==> config.mk <==
export PLATFORM = sky130hd
export DESIGN_NAME = vga_fb_arbiter
export DESIGN_NICKNAME = d
export VERILOG_FILES = /design/src/rtl/vga_fb_arbiter.sv
export SDC_FILE = /design/constraint.sdc
export NUM_CORES = 1
export LEC_CHECK = 0
export CAP_MARGIN = 20
export CORE_MARGIN = 3
export CORE_UTILIZATION = 43
export CTS_BUF_LIST = sky130_fd_sc_hd__clkbuf_8
export DETAILED_ROUTE_END_ITERATION = 10
export PLACE_DENSITY = 0.79
export REMOVE_ABC_BUFFERS = 1
export SYNTH_ARGS = -nofsm -noshare
export SYNTH_HDL_FRONTEND = slang
export SYNTH_SLANG_ARGS = --single-unit
==> constraint.sdc <==
create_clock -name clk -period 2.78 [get_ports clk]
set_input_delay 0.417 -clock clk [delete_from_list [all_inputs] [get_ports clk]]
set_output_delay 0.417 -clock clk [all_outputs]
set_load 0.005 [all_outputs]
==> src/rtl/vga_fb_arbiter.sv <==
// Framebuffer RAM arbiter: display fetch takes each pixel-change slot, writer/reader round-robin on the rest.
// Latency: RAM command 1 cycle after decision, read data 3 cycles after; requesters are stalled via ready on tick cycles.
module vga_fb_arbiter #(
    parameter int FB_W     = 160,
    parameter int FB_H     = 120,
    parameter int SCALE_SH = 2,
    parameter int AW       = 15,
    parameter int DW       = 8
) (
    input  logic          clk,
    input  logic          rst,
    input  logic [8:0]    vga_row,
    input  logic [9:0]    vga_col,
    input  logic          vga_display,
    input  logic          wr_valid,
    output logic          wr_ready,
    input  logic [AW-1:0] wr_addr,
    input  logic [DW-1:0] wr_data,
    input  logic          rd_valid,
    output logic          rd_ready,
    input  logic [AW-1:0] rd_addr,
    output logic [DW-1:0] rd_data,
    output logic          rd_data_valid,
    output logic [AW-1:0] mem_addr,
    output logic          mem_we,
    output logic [DW-1:0] mem_wdata,
    input  logic [DW-1:0] mem_rdata,
    output logic [DW-1:0] pixel_data,
    output logic          pixel_valid
);
    localparam logic [31:0] FB_SIZE = 32'(FB_W * FB_H);

    logic [8:0]    r_row_q;
    logic [9:0]    r_col_q;
    logic          r_seen_q;
    logic          r_last_rd;
    logic [AW-1:0] r_mem_addr;
    logic          r_mem_we;
    logic [DW-1:0] r_mem_wdata;
    logic          r_s1_vld, r_s1_disp, r_s1_oor;
    logic          r_s2_vld, r_s2_disp, r_s2_oor;
    logic [DW-1:0] r_pix;
    logic          r_pix_vld;
    logic [DW-1:0] r_rd_data;
    logic          r_rd_vld;

    logic          w_tick;
    logic          w_free;
    logic          w_gnt_rd;
    logic          w_wr_xfer;
    logic          w_rd_xfer;
    logic          w_wr_oor;
    logic          w_rd_oor;
    logic [AW-1:0] w_disp_addr;

    assign w_tick      = vga_display && (!r_seen_q || vga_col != r_col_q || vga_row != r_row_q);
    assign w_free      = !w_tick;
    // Reader wins when alone or on a tie it did not win last; an idle bus parks the grant on the writer.
    assign w_gnt_rd    = rd_valid && (!wr_valid || !r_last_rd);
    assign wr_ready    = !rst && w_free && !w_gnt_rd;
    assign rd_ready    = !rst && w_free && w_gnt_rd;
    assign w_wr_xfer   = wr_valid && wr_ready;
    assign w_rd_xfer   = rd_valid && rd_ready;
    assign w_wr_oor    = 32'(wr_addr) >= FB_SIZE;
    assign w_rd_oor    = 32'(rd_addr) >= FB_SIZE;
    assign w_disp_addr = AW'(32'(vga_row >> SCALE_SH) * 32'(FB_W) + 32'(vga_col >> SCALE_SH));

    always_ff @(posedge clk or posedge rst) begin
        if (rst) begin
            r_row_q     <= '0;
            r_col_q     <= '0;
            r_seen_q    <= 1'b0;
            r_last_rd   <= 1'b0;
            r_mem_addr  <= '0;
            r_mem_we    <= 1'b0;
            r_mem_wdata <= '0;
            r_s1_vld    <= 1'b0;
            r_s1_disp   <= 1'b0;
            r_s1_oor    <= 1'b0;
            r_s2_vld    <= 1'b0;
            r_s2_disp   <= 1'b0;
            r_s2_oor    <= 1'b0;
            r_pix       <= '0;
            r_pix_vld   <= 1'b0;
            r_rd_data   <= '0;
            r_rd_vld    <= 1'b0;
        end else begin
            r_row_q   <= vga_row;
            r_col_q   <= vga_col;
            r_seen_q  <= 1'b1;
            r_mem_we  <= 1'b0;
            r_s1_vld  <= 1'b0;
            r_s1_disp <= 1'b0;
            r_s1_oor  <= 1'b0;
            if (w_tick) begin
                r_mem_addr <= w_disp_addr;
                r_s1_vld   <= 1'b1;
                r_s1_disp  <= 1'b1;
            end else if (w_wr_xfer) begin
                r_last_rd <= 1'b0;
                if (!w_wr_oor) begin
                    r_mem_addr  <= wr_addr;
                    r_mem_we    <= 1'b1;
                    r_mem_wdata <= wr_data;
                end
            end else if (w_rd_xfer) begin
                // Out-of-range reads still travel the pipe so the response pulse keeps its slot.
                r_last_rd <= 1'b1;
                r_s1_vld  <= 1'b1;
                r_s1_oor  <= w_rd_oor;
                if (!w_rd_oor) begin
                    r_mem_addr <= rd_addr;
                end
            end

            r_s2_vld  <= r_s1_vld;
            r_s2_disp <= r_s1_disp;
            r_s2_oor  <= r_s1_oor;

            r_pix_vld <= 1'b0;
            r_rd_vld  <= 1'b0;
            if (r_s2_vld && r_s2_disp) begin
                r_pix     <= mem_rdata;
                r_pix_vld <= 1'b1;
            end else if (!vga_display) begin
                r_pix <= '0;
            end
            if (r_s2_vld && !r_s2_disp) begin
                r_rd_data <= r_s2_oor ? '0 : mem_rdata;
                r_rd_vld  <= 1'b1;
            end
        end
    end

    assign mem_addr      = r_mem_addr;
    assign mem_we        = r_mem_we;
    assign mem_wdata     = r_mem_wdata;
    assign pixel_data    = r_pix;
    assign pixel_valid   = r_pix_vld;
    assign rd_data       = r_rd_data;
    assign rd_data_valid = r_rd_vld;
endmodule

## Word-level counts from Yosys, hierarchy flattened

Index checks and enable logic that the tools add are counted.

- Register bits after elaboration: 69
- Bits of input ports: 70
- Word-level logic and storage cells: 74
- Output and inout port bits: 44

- Bitwise logic cells: 2
- Magnitude comparators: 2
- Reductions and logical operators: 24
- Mux-type cells: 22
- $add $sub $neg: 1
- $mul: 1
- Eq/ne operators: 5

Operator list:

| cell | count |
|---|---|
| two-way mux 15 bit | 5 |
| greater-or-equal comparator 15 bit (second input constant) | 2 |
| two-way mux 8 bit | 3 |
| adder 15 x 8 -> 15 bit | 1 |
| two-way mux 1 bit | 14 |
| multiplier 7 x 3 -> 10 bit (second input constant) | 1 |
| != test 10 bit | 1 |
| logical AND 1 bit | 9 |
| != test 9 bit | 1 |
| zero test 1 bit | 7 |
| != test 3 bit (second input constant) | 2 |
| AND reduction 3 bit | 2 |
| logical OR 1 bit | 3 |
| nonzero test 3 bit | 1 |
| != test 2 x 1 -> 1 bit (second input constant) | 1 |
| inverter 1 bit | 2 |
| AND reduction 2 bit | 1 |
| nonzero test 2 bit | 1 |

## Logic depth before layout (Yosys ltp)

Gate-level depths: netlist of run 1.

- Depth in word-level cells: 11
- Depth in mapped cells: 10
- Mapped depth without buffers: 10

## Worst setup path after synthesis of run 1

OpenSTA, ideal clock, no wires.

- Path kind: input -> register
- Start point: input rst
- End point: register r_mem_addr[0] (netlist: mem_addr[0])
- Setup time: 125 ps
- Arrival time: 3560 ps
- Slack: -905 ps
- Cell stages on the path: 7
- Buffers on the path: 1
- Path through: inv_1 o211ai_2 a21oi_4 nor2_4 buf_12 mux2_4 mux2_4

- Word-level cells in the longest chain between the ends: 6

RTL lines:

| item | line | text |
|---|---|---|
| start, declared | 11 | `input logic rst,` |
| zero test 1 bit (no line) (*) | -- |  |
| logical AND 1 bit (*) | 60, 61 |  |
| logical AND 1 bit (on tied branches) | 60, 61 |  |
| logical AND 1 bit (on tied branches) | 62, 63 |  |
| != test 3 bit (no line), or another cell as far along | -- |  |
| AND reduction 3 bit (no line) or two-way mux 15 bit (tied branches) | -- |  |
| end signal, assigned | 96 | `r_mem_addr <= w_disp_addr;` |
| end signal, assigned | 102 | `r_mem_addr <= wr_addr;` |
| end signal, assigned | 112 | `r_mem_addr <= rd_addr;` |
| end, declared | 37 | `logic [AW-1:0] r_mem_addr;` |

Mark *: on every way between the ends. The rest lies on a longest branch, timed or not.
A chain may end at the register's enable or synchronous reset.

## Final worst setup path of run 1

- Start point: input vga_row[3]
- End point: register r_mem_addr[13] (netlist: mem_addr[13])

- Word-level cells in the longest chain between the ends: 9

RTL lines:

| item | line | text |
|---|---|---|
| start, declared | 12 | `input logic [8:0] vga_row,` |
| branches (longest 9 deep; another with adder 15 x 8 -> 15 bit) | -- |  |

Parallel ways; which one is timed is not known.

==> results.sh, run 1 <==
export IMPL_final_antenna_net_count=0
export IMPL_final_cell_area_sq_mm=0.00518
export IMPL_avgViaCountPerCell=4.88
export IMPL_detail_route_wl_per_cell_um=15.2
export IMPL_drcViolationCount=0
export IMPL_cts_root_buffer="clkbuf_8"
export IMPL_core_area_sq_mm=0.00777
export IMPL_area_growth_pct=49.4
export IMPL_holdPathStages=0
export IMPL_netlist_area_sq_mm=0.00347
export IMPL_fp_dieArea_sq_mm=0.00917
export IMPL_grt_max_degree=70
export IMPL_numPortBuffers=113
export IMPL_antenna_cells=0
export IMPL_path_clk_slew_ns=0.08
export IMPL_syn_inst=287
export IMPL_cp_num_buf_inv=2
export IMPL_relSlewSlack_pct=42.9
export IMPL_crit_cells=11
export IMPL_postCtsSetupBuffers=0
export IMPL_synthArstFlopShare_pct=100
export IMPL_grt_pass1_wl_mm=12.9
export IMPL_wirelength_mm=8.26
export IMPL_final_common_cell="clkdlybuf4s50_1"
export IMPL_skew_ns=0.0144
export IMPL_arrival_ns=2.92
export IMPL_first_pass_iters=4
export IMPL_hold_end="r_s2_disp"
export IMPL_worstHoldStart="r_s1_disp"
export IMPL_hpwl_mm=6.48
export IMPL_max_stage_delay_ns=0.43
export IMPL_grt_pass1_vias=2690
export IMPL_reg2reg_slack_ns=0.61
export IMPL_tightest_slew_ns=0.857
export IMPL_worstRegToRegCells=7
export IMPL_cts_sinks=69
export IMPL_setup_viol=0
export IMPL_grt_overflow=0
export IMPL_mostFrequentLayoutCells="clkdlybuf4s50_1 (108), dfrtp_1 (69), buf_4 (35), mux2_2 (31), nand2_1 (28)"
export IMPL_cp_common_cell="ha_1"
export IMPL_drive_gt1_share_pct=22.3
export IMPL_cap_viol_max_count=0
export IMPL_netlist_cell_type_count=46
export IMPL_reg2reg_from="r_col_q[3]"
export IMPL_synth_edf_count=0
export IMPL_outcome="completed"
export IMPL_h_tree_depth=3
export IMPL_fin_crit_ns=2.70
export IMPL_peakVddDrop_v=0.000315
export IMPL_hold_path_class="register to register"
export IMPL_vias=2661
export IMPL_die_w_um=95.8
export IMPL_clockBufferDepth=2
export IMPL_powerDensity_mw_per_mm2=570
export IMPL_worstPathRequired_ns=3.00
export IMPL_syn_area_per_cell_sq_um=12.1
export IMPL_drtIter0Drc=64
export IMPL_std_cell_rows=32
export IMPL_yosysWarnings=0
export IMPL_critPathSlowestCell="clkdlybuf4s50_1"
export IMPL_synth_ff_type="dfrtp_1"
export IMPL_finish_utilization_pct=66.7
export IMPL_ios=114
export IMPL_cts_tree="done"
export IMPL_fillers=619
export IMPL_rsz0062_at_grt="yes"
export IMPL_criticalPathCategory="input pin to register"
export IMPL_hold_viol=0
export IMPL_antenna_found_initial=0
export IMPL_hold_buffers=0
export IMPL_p_leak_uw=0.00234
export IMPL_fin_nets=523
export IMPL_cp_end_kind="register"
export IMPL_fmax_mhz=371
export IMPL_r2r_end="mem_wdata[5]"
export IMPL_track_usage_pct=18.6
export IMPL_critPathMaxFanout=3
export IMPL_period_share_pct=97.0
export IMPL_gp_congestion=0.822
export IMPL_synth_seq_cells=69
export IMPL_place_area_sq_mm=0.00493
export IMPL_crit_family="adder cells"
export IMPL_die_y_um=95.8
export IMPL_cts_buffers_inserted=9
export IMPL_yosysSeqAreaShare_pct=49.8
export IMPL_crit_path_start_kind="input pin"
export IMPL_cp_cell_sequence="clkdlybuf4s50_1 -> ha_1 -> ha_1 -> inv_1 -> fa_1 -> nand2b_1 -> a21oi_2 -> xor2_1 -> nand3_1 -> xor3_1 -> mux2_2"
export IMPL_insertion_delay_ns=0.34
export IMPL_finalMaxSlewViolations=0
export IMPL_start_util_pct=44.6
sequential cells by signal, summed over array words and instances, names as in the netlist, 8 cells and up:
register	flops
r_col_q	10
rd_data	8
pixel_data	8
mem_addr	15
r_row_q	9
mem_wdata	8
layout make-up:
| class | count | area [sq um] | share of cell area, % |
|---|---|---|---|
| Sequential cell | 69 | 1730 | 33.3 |
| Multi-Input combinational cell | 198 | 1670 | 32.2 |
| Timing Repair Buffer | 148 | 1390 | 26.8 |
| Tap cell | 102 | 128 | 2.46 |
| Clock buffer | 9 | 124 | 2.39 |
| Clock inverter | 7 | 98.8 | 1.91 |
| Inverter | 12 | 45.0 | 0.870 |
kinds of logic after synthesis:
| family | after synthesis | share of synthesized area, % |
|---|---|---|
| XOR/XNOR | 28 | 7.51 |
| flip-flops | 69 | 49.8 |
| multiplexers | 51 | 16.7 |
| buffers and inverters | 20 | 2.82 |
| adder cells (fa/ha/maj) | 16 | 6.14 |
| other | 1 | 0.108 |
| AO/OA/AOI/OAI | 40 | 7.87 |
| AND/OR/NAND/NOR | 62 | 9.03 |
worst max-delay path by stage:
stage                    start           end  slack, ns
floorplan                  rst   mem_addr[0]      -1.13
global placement    vga_row[4]      wr_ready      -0.28
detailed placement  vga_row[5]  mem_addr[13]      -0.33
CTS                 vga_row[3]  mem_addr[13]        0.1
global route        vga_row[3]  mem_addr[13]      -0.07
finish              vga_row[3]  mem_addr[13]       0.08
cells in the mapped netlist, drive strengths merged (4+ instances only):
cell type,number,area share [%]
dfrtp,69,50
mux2,37,13
nand2,29,3.2
o21ai,20,2.9
xor2,15,3.8
mux2i,14,4.0
ha,13,4.7
inv,12,1.3
xnor2,12,3.0
nand2b,10,1.8
nor2,7,0.97
a21o,4,0.87
a21oi,4,1.0
buf,4,1.1
clkbuf,4,0.43
nor4,4,0.72
metrics by stage:
stage	total power [uW]	setup TNS [ns]	hold slack [ns]	setup WS (ns)	instances
after floorplan	1570	-23.46	0.331	-1.13	279
after global placement	2050	-1.26	0.332	-0.281	529
after detailed placement	2070	-1.49	0.335	-0.330	529
after CTS	2980	0	0.353	0.0986	545
after global routing	3110	-0.0723	0.364	-0.0723	545
final	2950	0	0.351	0.0844	545
worst reg2reg max path, delay by kind of cell (launching register included):
family                    cells  cell delay, ns
and+or+nand+nor               3            0.67
buffers and inverters         1            0.27
xor gates and xnor gates      1            0.17
muxes                         1            0.32
DFF                           1            0.39
AOI/OAI and AO/OA             1            0.24
where the power goes:
group,internal (uW),leakage [uW],switching [uW]
Combinational,532,0.00139,306
Clock,511,0.000116,397
Sequential,1140,0.000831,66.9
Total,2180,0.00234,770
layer usage:
metal	vias up	part of all wire (%)	wire, um	GRT usage (%)
li1	1294	-	-	-
met2	60	52	4290	32.8
met5	-	0	0	0
met4	0	1.6	129	6.99
met1	1294	42	3480	22.4
met3	13	4.4	361	3.60
repair_timing:
action / in CTS / in global routing
resized for setup: 8 / 3
pin swaps: 3 / 1
setup endpoints to repair: 2 / 2
Power figures use the tool's default switching activity.
==> run 2: changes to the inputs <==
--- a/config.mk
+++ b/config.mk
@@ -12,6 +12,7 @@
 export DETAILED_ROUTE_END_ITERATION = 10
 export PLACE_DENSITY = 0.79
 export REMOVE_ABC_BUFFERS = 1
+export SETUP_SLACK_MARGIN = 0.5
 export SYNTH_ARGS = -nofsm -noshare
 export SYNTH_HDL_FRONTEND = slang
 export SYNTH_SLANG_ARGS = --single-unit
==> results.sh, run 2 (synthesis gave the netlist of run 1 again) <==
export IMPL_setup_viol=0
export IMPL_gp_congestion=0.822
export IMPL_rsz0062_at_grt="yes"
export IMPL_crit_family="simple AND/OR/NAND/NOR gates"
export IMPL_final_common_cell="clkdlybuf4s50_1"
export IMPL_grt_busiest_layer="met2"
export IMPL_p_leak_uw=0.00241
export IMPL_fin_nets=529
export IMPL_worstRegToRegCells=7
export IMPL_largest_reg_flops=15
export IMPL_ios=114
export IMPL_grt_pass1_vias=2764
export IMPL_cp_num_buf_inv=2
export IMPL_worstHoldStart="vga_col[6]"
export IMPL_first_pass_iters=4
export IMPL_wirelength_mm=9.17
export IMPL_outcome="completed"
export IMPL_period_share_pct=85.5
export IMPL_cp_end_kind="output port"
export IMPL_vias=2729
export IMPL_detail_route_wl_per_cell_um=16.6
export IMPL_met1_usage_pct=23.2
export IMPL_max_stage_delay_ns=0.41
export IMPL_fp_dieArea_sq_mm=0.00917
export IMPL_track_usage_pct=19.3
export IMPL_cts_buffers_inserted=9
export IMPL_criticalPathCategory="register to output port"
export IMPL_skew_ns=0.0133
export IMPL_critPathMaxFanout=3
export IMPL_grt_overflow=0
export IMPL_grtUsageMet3_pct=3.60
export IMPL_r2r_end="mem_wdata[5]"
export IMPL_drcViolationCount=0
export IMPL_cap_viol_max_count=0
export IMPL_hold_end="r_col_q[6]"
export IMPL_numPortBuffers=113
export IMPL_die_y_um=95.8
export IMPL_hpwl_mm=6.48
export IMPL_clockBufferDepth=2
export IMPL_start_util_pct=44.6
export IMPL_path_clk_slew_ns=0.08
export IMPL_grt_pass1_wl_mm=13.4
export IMPL_reg2reg_slack_ns=0.59
export IMPL_dp_cells=529
export IMPL_fmax_mhz=421
export IMPL_antenna_found_initial=0
export IMPL_cts_sinks=69
export IMPL_reg2reg_from="r_col_q[5]"
export IMPL_holdPathStages=1
export IMPL_worstPathRequired_ns=2.36
export IMPL_arrival_ns=1.96
export IMPL_area_growth_pct=55.7
export IMPL_mostFrequentLayoutCells="clkdlybuf4s50_1 (96), dfrtp_1 (69), buf_4 (41), mux2_2 (30), nand2_1 (28)"
export IMPL_core_area_sq_mm=0.00777
export IMPL_cp_cell_sequence="xor2_2 -> nor4_2 -> nand3_1 -> o31ai_4 -> inv_2 -> nor3_2 -> buf_2"
export IMPL_drive_gt1_share_pct=30.5
export IMPL_crit_path_start_kind="register"
export IMPL_drtIter0Drc=70
export IMPL_tightest_slew_ns=0.860
export IMPL_hold_path_class="input pin to register"
export IMPL_cts_tree="done"
export IMPL_die_w_um=95.8
export IMPL_cts_root_buffer="clkbuf_8"
export IMPL_finish_utilization_pct=69.5
export IMPL_hold_viol=0
export IMPL_critPathSlowestCell="dfrtp_1"
export IMPL_grtUsageMet2_pct=34.3
export IMPL_whs_ns=0.257
export IMPL_avgViaCountPerCell=4.95
export IMPL_std_cell_rows=32
export IMPL_antenna_cells=0
export IMPL_fin_cells=551
export IMPL_peakVddDrop_v=0.000337
export IMPL_relSlewSlack_pct=42.7
export IMPL_insertion_delay_ns=0.35
export IMPL_fin_crit_ns=2.38
export IMPL_grt_max_degree=70
export IMPL_crit_start="r_col_q[5]"
export IMPL_final_antenna_net_count=0
export IMPL_powerDensity_mw_per_mm2=567
export IMPL_h_tree_depth=3
export IMPL_finalMaxSlewViolations=0
run 2: cell count changes in the layout (fill, tap and decap cells not counted), moves of 4 or more:
cell / previous run / this run
buf_2: 0 / 5
buf_4: 35 / 41
clkdlybuf4s50_1: 108 / 96
dlygate4sd2_1: 5 / 9
ha_1: 13 / 4
ha_4: 0 / 8
nor2_1: 5 / 1
run 2: through the flow:
stage          TNS, ns  worst slack (ns)  power (uW)  cell area, sq um
6_report             0             0.403        3060              5400
3_5_place_dp     -1.49            -0.330        2070              4930
5_1_grt              0             0.263        3210              5400
3_3_place_gp     -1.26            -0.281        2050              4930
2_1_floorplan   -23.46             -1.13        1570              3410
4_1_cts              0             0.406        3010              5270
run 2: where the power goes:
| group | internal, uW | leakage [uW] | switching [uW] |
|---|---|---|---|
| Clock | 511 | 0.000116 | 413 |
| Sequential | 1140 | 0.000831 | 67.9 |
| Combinational | 574 | 0.00147 | 354 |
run 2: worst max path at each step:
stage | endpoint | slack [ns] | cells past startpoint
finish | wr_ready | 0.40 | 7
global route | wr_ready | 0.26 | 7
CTS | wr_ready | 0.41 | 7
detailed placement | mem_addr[13] | -0.33 | 11
global placement | wr_ready | -0.28 | 8
floorplan | mem_addr[0] | -1.13 | 6
run 2: routing by layer:
layer	vias to the layer above	wire length, um
met4	0	196
met2	71	4930
met3	18	400
li1	1303	-
met5	-	0
met1	1337	3640
run 2: layout make-up:
| type | instances | area [sq um] |
|---|---|---|
| Sequential cell | 69 | 1730 |
| Clock buffer | 9 | 124 |
| Fill cell | 575 | 2370 |
| Tap cell | 102 | 128 |
| Inverter | 12 | 45.0 |
| Clock inverter | 7 | 98.8 |
| Multi-Input combinational cell | 198 | 1870 |
| Timing Repair Buffer | 154 | 1400 |
run 2: timing repair:
action,4_1_cts,5_1_grt
pin swaps,19,13
hold buffers,0,0
gates resized for setup,55,24
setup buffers,4,2
setup endpoints to repair,15,6
==> RTL edit (config.mk and constraints of run 1) <==
`DW`: 8 -> 12.
--- a/src/rtl/vga_fb_arbiter.sv
+++ b/src/rtl/vga_fb_arbiter.sv
@@ -6,5 +6,5 @@
     parameter int SCALE_SH = 2,
     parameter int AW       = 15,
-    parameter int DW       = 8
+    parameter int DW       = 12
 ) (
     input  logic          clk,
Interface: changed (5 resized); port bits go from 114 to 134. The function was not compared with the original's and may differ.
==> RTL edit against run 1 <==
Synthesized area increased by 11%; routed wire length increased by 24%; total power increased by 8.8%; critical path depth decreased by 3; sequential cell count increased by 12; worst setup slack improved by 0.029 ns; design area increased by 11%; cell count increased by 14%; non-clock buffer count increased by 21; first-iteration DRC count increased by 66%.
==> RTL edit: results (changes against run 1) <==
[status]
status = complete, no violations

[critical_path]
cpPeakStageDelay_ns = 0.44
critical-path-top-delay-family = buffers and inverters
crit_slowest_cell = clkdlybuf4s50_1
worstReg2RegStart = r_col_q[1]$_DFF_PP0_
r2r_cells = 8  ; +1
setup.worst_path.end = wr_ready
reg2reg_to = mem_wdata[3]$_DFFE_PP0P_
worstPathMaxFanout = 5  ; +2
arrival_ns = 2.25  ; -0.67 ns
cp-startpoint = vga_col[1]
reg2reg_setup_slack_ns = 0.42  ; -0.19 ns

[place]
gp_congestion = 0.910  ; +11%
port_buffers = 133  ; +18%
hpwl_um = 8010  ; +24%
pre_cts_ws_ns = -0.227  ; +0.102 ns

[logic_synthesis]
synthTopCellsByArea = dfrtp_1 53%, xor2_1 5.7%, nand2_1 4.7%
synth_cell_types = 41  ; -11%
synth-edff-count = 0  ; unchanged
ys_warn_count = 0  ; unchanged
async_flop_share = 1.00  ; unchanged
synthTopCellsByCount = 81 x dfrtp_1, 48 x nand2_1, 35 x o21ai_0
synth_compound_area_frac = 0.109  ; +0.0303
synth_fa_ha_area_frac = 0.0529  ; -0.00850
synth.area.mux_share = 0.0982  ; -0.0689
synth_xor_area_frac = 0.0685  ; -0.00655
synth-seq-area-share = 0.529  ; +0.0305

[grt]
groute.usage.overall = 0.212  ; +0.0257
antenna_found_initial = 0  ; unchanged
grt_max_degree = 49  ; -30%
grt_pass1_wl_um = 16800  ; +30%
first_global_vias = 3313  ; +23%

[final_layout]
nets = 605  ; +16%
drive_above_1_share = 0.149  ; -0.0745
largest_register_ffs = 15  ; unchanged
antenna_cells = 0  ; unchanged

[sta]
tightest_slew_ns = 0.806  ; -0.0515 ns
skew_ns = 0.0121  ; -0.00231 ns
fin_crit_sh = 0.959  ; -0.0104

[min_path]
whs_path_depth = 1  ; +1
hp-class = in2reg

[clock_network]
cts_buffers = 9  ; unchanged
clk_pin_slew_ns = 0.08  ; about the same
clk_latency_ns = 0.34  ; about the same
clk_root_buffer_cell = clkbuf_8
clock_path_buffers = 2  ; unchanged
h-tree-depth = 3  ; unchanged

[drt]
first_pass_iters = 4  ; unchanged
via_per_inst = 5.08  ; +4.1%
drt-initial-drc-count = 106  ; +66%
wl_um = 10200  ; +24%

[power_and_ir_drop]
p_leak_nw = 2.62  ; +12%
irDropWorstVdd_mv = 0.306  ; -2.9%

RTL edit: where the power goes:
group / leakage [nW] / total, mW / internal [mW] / switching [mW]
Sequential: 0.983 / 1.42 / 1.33 / 0.0856
Clock: 0.101 / 0.873 / 0.425 / 0.448
Combinational: 1.54 / 0.916 / 0.569 / 0.347
RTL edit: metrics by stage:
stage / instances / cell area [sq um]
floorplan: 332 / 3760
global placement: 606 / 5510
detailed placement: 606 / 5510
CTS: 622 / 5700
global route: 622 / 5730
finish: 622 / 5730
RTL edit: per-layer routing:
metal / track usage / up-vias / wire [um]
met5: 0 / - / 0
met4: 0.0653 / 0 / 135
met3: 0.0334 / 11 / 584
met2: 0.375 / 99 / 5380
met1: 0.266 / 1534 / 4110
li1: - / 1516 / -
RTL edit: how the worst min path moves through the flow:
stage	startpoint	to	slack [ns]
finish	vga_row[2]	r_row_q[2]$_DFF_PP0_	0.29
global route	vga_row[2]	r_row_q[2]$_DFF_PP0_	0.28
CTS	r_s1_oor$_DFF_PP0_	r_s2_oor$_DFF_PP0_	0.36
detailed placement	r_s1_oor$_DFF_PP0_	r_s2_oor$_DFF_PP0_	0.34
global placement	r_s1_vld$_DFF_PP0_	r_s2_vld$_DFF_PP0_	0.33
floorplan	r_s1_disp$_DFF_PP0_	r_s2_disp$_DFF_PP0_	0.33
RTL edit: layout make-up:
cell class / instances / area (sq um)
sequential: 81 / 2030
multi-input combinational: 238 / 1710
clock buffer: 9 / 124
inverter: 13 / 52.6
timing repair buffer: 169 / 1610
fill: 667 / 2690
clock inverter: 7 / 77.6
tap: 105 / 131
RTL edit: what timing repair did:
action,CTS,global route
setup buffers,0,0
gates cloned,0,0
pin swaps,3,4
endpoints found under the setup margin,2,4
gates resized for setup,2,7
